## src/rtl/bram_port_adapter.sv

```systemverilog
// bram_port_adapter: valid/ready request front end for one port of a byte-enable block RAM,
// with read-latency tracking and a response FIFO. Option: BRAM_PORT_ADAPTER_WRITE_ACK_EN.
module bram_port_adapter #(
  parameter int ADDR_WIDTH = 10,
  parameter int DATA_WIDTH = 32,
  parameter int BE_WIDTH   = DATA_WIDTH / 8,
  parameter int RESP_DEPTH = 4
) (
  input  logic                  CLK,
  input  logic                  RST,
  input  logic                  req_valid,
  output logic                  req_ready,
  input  logic                  req_we,
  input  logic [ADDR_WIDTH-1:0] req_addr,
  input  logic [BE_WIDTH-1:0]   req_be,
  input  logic [DATA_WIDTH-1:0] req_data,
  output logic                  resp_valid,
  input  logic                  resp_ready,
  output logic [DATA_WIDTH-1:0] resp_data,
  output logic [ADDR_WIDTH-1:0] ram_addr,
  output logic                  ram_we,
  output logic                  ram_re,
  output logic [BE_WIDTH-1:0]   ram_be,
  output logic [DATA_WIDTH-1:0] ram_di,
  input  logic [DATA_WIDTH-1:0] ram_do
);

  localparam int PTR_WIDTH = $clog2(RESP_DEPTH);
  localparam int CNT_WIDTH = PTR_WIDTH + 1;
  localparam int OCC_WIDTH = CNT_WIDTH + 1;
  localparam logic [OCC_WIDTH-1:0] OCC_LIMIT = OCC_WIDTH'(RESP_DEPTH);

  logic [DATA_WIDTH-1:0] fifo_mem [RESP_DEPTH];
  logic [PTR_WIDTH-1:0]  wr_ptr;
  logic [PTR_WIDTH-1:0]  rd_ptr;
  logic [CNT_WIDTH-1:0]  count;
  logic                  inflight;
  logic [OCC_WIDTH-1:0]  occ;
  logic                  fire;
  logic                  issue;
  logic                  push;
  logic                  pop;
  logic [DATA_WIDTH-1:0] push_data;

  // A slot is reserved at issue time, so the FIFO can always absorb the RAM's output.
  assign occ       = OCC_WIDTH'(count) + OCC_WIDTH'(inflight);
  assign req_ready = !RST && (occ < OCC_LIMIT);
  assign fire      = req_valid && req_ready;

  assign ram_we   = fire && req_we;
  assign ram_re   = fire && !req_we;
  assign ram_addr = req_addr;
  assign ram_be   = req_be;
  assign ram_di   = req_data;

`ifdef BRAM_PORT_ADAPTER_WRITE_ACK_EN
  logic inflight_wr;

  assign issue     = fire;
  assign push_data = inflight_wr ? '0 : ram_do;

  always_ff @(posedge CLK) begin
    if (RST) begin
      inflight_wr <= 1'b0;
    end else begin
      inflight_wr <= ram_we;
    end
  end
`else
  assign issue     = ram_re;
  assign push_data = ram_do;
`endif

  assign push       = inflight && !RST;
  assign resp_valid = (count != '0);
  assign pop        = resp_valid && resp_ready;
  assign resp_data  = fifo_mem[rd_ptr];

  always_ff @(posedge CLK) begin
    if (RST) begin
      inflight <= 1'b0;
      wr_ptr   <= '0;
      rd_ptr   <= '0;
      count    <= '0;
    end else begin
      inflight <= issue;
      if (push) begin
        wr_ptr <= wr_ptr + PTR_WIDTH'(1);
      end
      if (pop) begin
        rd_ptr <= rd_ptr + PTR_WIDTH'(1);
      end
      case ({push, pop})
        2'b10:   count <= count + CNT_WIDTH'(1);
        2'b01:   count <= count - CNT_WIDTH'(1);
        default: count <= count;
      endcase
    end
  end

  always_ff @(posedge CLK) begin
    if (push) begin
      fifo_mem[wr_ptr] <= push_data;
    end
  end

endmodule

```

## config.mk

```make
export PLATFORM = sky130hd
export DESIGN_NAME = bram_port_adapter
export DESIGN_NICKNAME = d
export VERILOG_FILES = /design/src/rtl/bram_port_adapter.sv
export SDC_FILE = /design/constraint.sdc
export NUM_CORES = 1
export LEC_CHECK = 0
export BUFFER_PORTS_ARGS = -buffer_cell sky130_fd_sc_hd__buf_2
export CAP_MARGIN = 20
export CORE_MARGIN = 1.5
export CORE_UTILIZATION = 45
export DETAILED_ROUTE_END_ITERATION = 10
export PLACE_DENSITY = 0.76
export SYNTH_ARGS = -nofsm -noshare
export SYNTH_HDL_FRONTEND = slang
export SYNTH_SLANG_ARGS = --single-unit
```

## constraint.sdc

```tcl
create_clock -name CLK -period 3.3 [get_ports CLK]
set_input_delay 0.495 -clock CLK [delete_from_list [all_inputs] [get_ports CLK]]
set_output_delay 0.495 -clock CLK [all_outputs]
set_load 0.05 [all_outputs]
```

# Word level (Yosys, flattened, before mapping)
# Memory sizes are Yosys's and may differ from the RTL's. A register that Yosys moved wholly into a read port is not among the register bits.
# Cells that the tools add are included.
[op_classes]
n_addsub = 5
order_cmp = 1
eq_ne = 2
muxes = 5
n_reduce_logical = 10
[op_table]
columns = ["operator", "count"]
rows = [
  ["1-bit logical AND", 6],
  ["3-bit one-hot mux with 2 select lines", 1],
  ["2-bit by 1-bit adder with 2-bit output (second input constant)", 2],
  ["3-bit by 1-bit adder with 4-bit output", 1],
  ["4-bit by 3-bit less-than comparator with 1-bit output (second input constant)", 1],
  ["2-bit two-way mux", 2],
  ["3-bit by 1-bit adder with 3-bit output (second input constant)", 1],
  ["3-bit nonzero test", 1],
  ["3-bit by 1-bit subtractor with 3-bit output (second input constant)", 1],
  ["2-bit by 1-bit == test with 1-bit output (second input constant)", 1],
  ["2-bit == test (second input constant)", 1],
  ["1-bit zero test", 2],
  ["1-bit two-way mux", 2],
  ["2-bit nonzero test", 1],
]
[word_totals]
ff_bits = 8
ramBits = 128
wordCells = 28
mem_count = 1
[memory_table]
columns = ["memory", "depth", "width", "read_ports", "rd_ports_with_merged_regs", "wr", "line", "source"]
rows = [
  ["fifo_mem", 4, 32, 1, 1, 1, "33", "logic [DATA_WIDTH-1:0] fifo_mem [RESP_DEPTH];"],
]

# Depth between registers and ports, before layout
[depth]
word_depth = 5
ltp_mapped = 9
depth_no_buf = 8

# Worst setup path before layout
# OpenSTA, ideal clock, no wires.
[synth_path]
path_kind = "input port to output port"
start = "in RST"
end = "out ram_re"
t_arrival_ns = 2.330
slack_ns = 0.475
cell_stages = 4
n_path_buf = 1
cell_sequence = "buf_2 a311oi_2 nand2_1 nor2_1"
[synth_via]
elab_chain_cells = 4
[synth_lines]
columns = ["item", "line", "source"]
rows = [
  ["from (decl)", "10", "input logic RST,"],
  ["1-bit zero test", "47", "assign req_ready = !RST && (occ < OCC_LIMIT);"],
  ["1-bit logical AND", "47", ""],
  ["named net req_ready", "12", "output logic req_ready,"],
  ["1-bit logical AND", "48", "assign fire = req_valid && req_ready;"],
  ["1-bit logical AND", "51", "assign ram_re = fire && !req_we;"],
  ["to (decl)", "22", "output logic ram_re,"],
]
# The timed path passes the listed nets, and every way through them passes these cells.

==> run_results.csv <==
group,metric,value,unit
timing,relSlewSlack,37.24,%
clock_network,htree_num_levels,4,
worst_setup_path,endpoint_kind,"output port",
route,drc,0,
power,total_power_of_the_final_layout,4.150,mW
yosys,syn-instance-count,267,
route,met3_length,703,um
route,drt_iter0_markers,146,
global_routing,globalRouteOverflowTotal,0,
global_routing,grt_antenna_before_repair,0,
power,cellPowerDensity,666.7,nW/um^2
worst_setup_path,critical_r2r_capture,"count[2]",
power,seq_power_share,47.1,%
placement,place.port_buffers,72,
power,combPwrFrac,8.3,%
yosys,synth_top_cells_by_area,"edfxtp_1 70%, mux4_2 12%, buf_4 6.3%, dfxtp_1 3.6%, ha_1 1.1%",
worst_setup_path,critPathTopFamily,"flip-flops",
die,initial_utilization,46.04,%
placement,placement.setup.worst_slack,1.049,ns
worst_setup_path,crit_fanout,18,
yosys,synth-seq-area-share,73.44,%
timing,worst_slew_pin_slew,0.9413,ns
timing,rsz0062_at_grt,"false",
clock_network,postCtsResizedCells,0,
route,vias,2472,
timing,setup-violations-final,0,
global_routing,globalRouteTotalUtil,14.93,%
route,routed_wirelength,9224,um
yosys,postSynthRegisterBits,138,
worst_setup_path,cpMaxStageDelayCell,"dfxtp_2",
timing,post_route_fraction_of_the_period_consumed_by_the_critical_path,78.81,%
clock_network,cts_tree,"built",
die,top_level_ports,165,
global_routing,first_global_vias,2567,
power,power.switching,0.9175,mW
route,drt_pass1_iterations,4,
die,die_height,113.6,um
power,power.share.switching,22.11,%
power,pwr-share-clk,44.5,%
clock_network,cell_at_the_root_of_the_clock_tree,"clkbuf_16",
layout,area_growth_syn_to_layout,13.04,%
yosys,ys.flop_type,"edfxtp_1",
yosys,asyncSetResetFlopFracSynth,0,%
route,detailed_route_vias_per_instance,5.316,
yosys,synth.avg_cell_area,20.62,sq um
layout,n_antenna_cell,0,
worst_setup_path,cp-start-kind,"flip-flop",
yosys,synth_largest_area_cell,"edfxtp_1",
worst_setup_path,cp_cell_sequence,"buf_12, mux4_2, buf_2",
die,die-area,12910,sq um
die,die_x,113.6,um
worst_setup_path,timing.setup.critical_path_class,"reg2out",
die,rows,40,
global_routing,maximum_number_of_pins_on_one_net_before_global_route_repair,33,
worst_setup_path,timing.rr.start,"count[1]",
yosys,synthesis.area,5507,sq um
min_path,min-delay-start,"req_we",
route,met2WireLength,4607,um
timing,clock-skew-final,0.007696,ns
die,design.core.area,11960,sq um
worst_setup_path,reg2reg_slack,1.33,ns
worst_setup_path,critical_path_required,2.80,ns
placement,detailed_place_hpwl,5532,um
clock_network,clkTransAtPathRegs,0.05,ns
layout,area.sequential,4046,sq um
timing,finalSetupTns,0,ns
clock_network,worstSkewPairLatency,0.41,ns
layout,multiInputGateArea,1008,sq um
layout,final_core_utilization,52.04,%
layout,drive_above_1_share,44.03,%
job,drv.max_cap_violation_count,0,
outcome,status,"finished, final reports clean",
route,drtAntennaViolNets,0,
min_path,timing.hold.worst_path_depth,2,
worst_setup_path,worst_ep_arrival_time,2.11,ns
yosys,synth_edf_count,128,
route,top_layer,"met4",
yosys,synth_cell_type_count,25,
timing,final_max_slew_viol_count,0,
route,post_drt_wl_per_cell,19.84,um
layout,nets,394,
power,cellLeakagePower,2.105,nW
min_path,min-delay-path-class,"in2reg",
power,power.internal,3.233,mW
timing,final_hold_viol_count,0,
timing,max_freq,384.5,MHz
power,worst_voltage_drop_across_the_vdd_grid,0.0003462,V
clock_network,cts-hold-fix-buffers,0,
route,drt-met1-wl,3604,um
worst_setup_path,max_stage_delay,0.67,ns
yosys,synthesis.nets,356,
global_routing,grt_first_pass_wirelength,13830,um
clock_network,clock_path_buffers,2,
yosys,synth_top_cell_area_share,69.80,%
placement,finalWeightedCongestion,0.6800,
min_path,whs_endpoint,"inflight",
clock_network,tritoncts.num_buffers,17,
worst_setup_path,ff2ff_path_depth,7,
clock_network,post-cts-setup-buffer-count,0,
timing,layout_setup_ws,0.6991,ns
timing,period_needed,2.601,ns
clock_network,clkSinkCount,138,
yosys,synthesis.yosys.warnings,0,
worst_setup_path,number_of_buffers_and_inverters_on_the_critical_path,2,
layout,fillerInstances,921,
## through the flow
step | cells | area [sq um] | hold slack (ns)
2_1_floorplan | 267 | 5507 | 0.4847
3_3_place_gp | 433 | 5642 | 0.5025
3_5_place_dp | 433 | 5642 | 0.5213
4_1_cts | 465 | 6225 | 0.2577
5_1_grt | 465 | 6225 | 0.2728
6_report | 465 | 6225 | 0.2768
## placed cells by master, fill, tap and decap left out
cell type	n
or3_1	2
o311ai_0	1
a311oi_2	1
mux4_2	30
inv_6	1
buf_2	72
buf_12	1
xor2_1	3
o21ai_0	1
dfxtp_2	2
nor2b_1	1
clkinv_2	7
nor2_1	10
clkbuf_1	2
a21oi_1	2
dfxtp_1	8
bufinv_16	3
clkinvlp_4	1
clkinv_4	1
clkbuf_16	17
edfxtp_1	128
xnor2_1	2
nand2_1	1
mux2i_1	1
inv_1	6
and2_2	4
fa_1	1
o31a_1	1
and3_1	1
mux4_1	2
ha_1	5
## synth_stat cells (2+ instances only)
library cell and number:
edfxtp_1 128, ha_1 5, a21oi_1 2, xor2_1 3, buf_12 3, mux4_1 2
or3_1 2, and2_1 4, inv_1 6, dfxtp_1 10, buf_4 46, xnor2_1 2
buf_2 4, mux4_2 30, nor2_1 10
## final cells by class
type,count,area share [%]
inverters,6,0.3618
clock buffers,19,6.955
multi-input cells,69,16.20
repair buffers,73,6.111
well taps,147,2.955
flip-flops and latches,138,65.01
clock inverters,13,2.412
## kinds of logic (layout without fill, tap and decap cells)
family	after synthesis	count (layout)	synth area share (%)
buffers and inverters	60	111	8.339
flip-flops	138	138	73.44
AND/OR/NAND/NOR	19	19	1.659
multiplexers	33	33	13.41
AO/OA/AOI/OAI	6	6	0.8633
XOR/XNOR	5	5	0.7954
adder cells (fa/ha/maj)	6	6	1.500
## power groups by stage
stage               logic, mW  clock network (mW)  registers [mW]
floorplan               0.442                   0            1.97
global placement        0.345                   0            1.99
detailed placement      0.351                   0            1.99
CTS                     0.351                1.89            1.96
global route            0.368                1.95            1.96
finish                  0.346                1.85            1.96
## how the worst max path moves through the flow
stage | end | slack [ns] | cells after the start
3_3_place_gp | resp_data[13] | 1.06 | 3
4_1_cts | resp_data[13] | 0.61 | 3
3_5_place_dp | resp_data[13] | 1.05 | 3
2_1_floorplan | ram_re | 0.47 | 4
5_1_grt | resp_data[15] | 0.53 | 3
6_report | resp_data[13] | 0.70 | 3
## sequential cells by signal, indices dropped and copies added, names as in the netlist, named ones only
signal    count
fifo_mem    128
rd_ptr        2
inflight      1
wr_ptr        2
count         3
## worst register-to-register path: stages, from the launching register on
cell and delay, ns:
dfxtp_1 0.43, o31a_1 0.21, ha_1 0.19, inv_1 0.06, fa_1 0.38, xor2_1 0.16, or3_1 0.31, a21oi_1 0.15
## per-layer routing
metal,global-route usage (%),up-vias
met1,16.49,1244
li1,-,1078
met3,6.057,43
met2,24.62,107
met4,8.417,0
met5,0,-
Power figures use the tool's default switching activity.
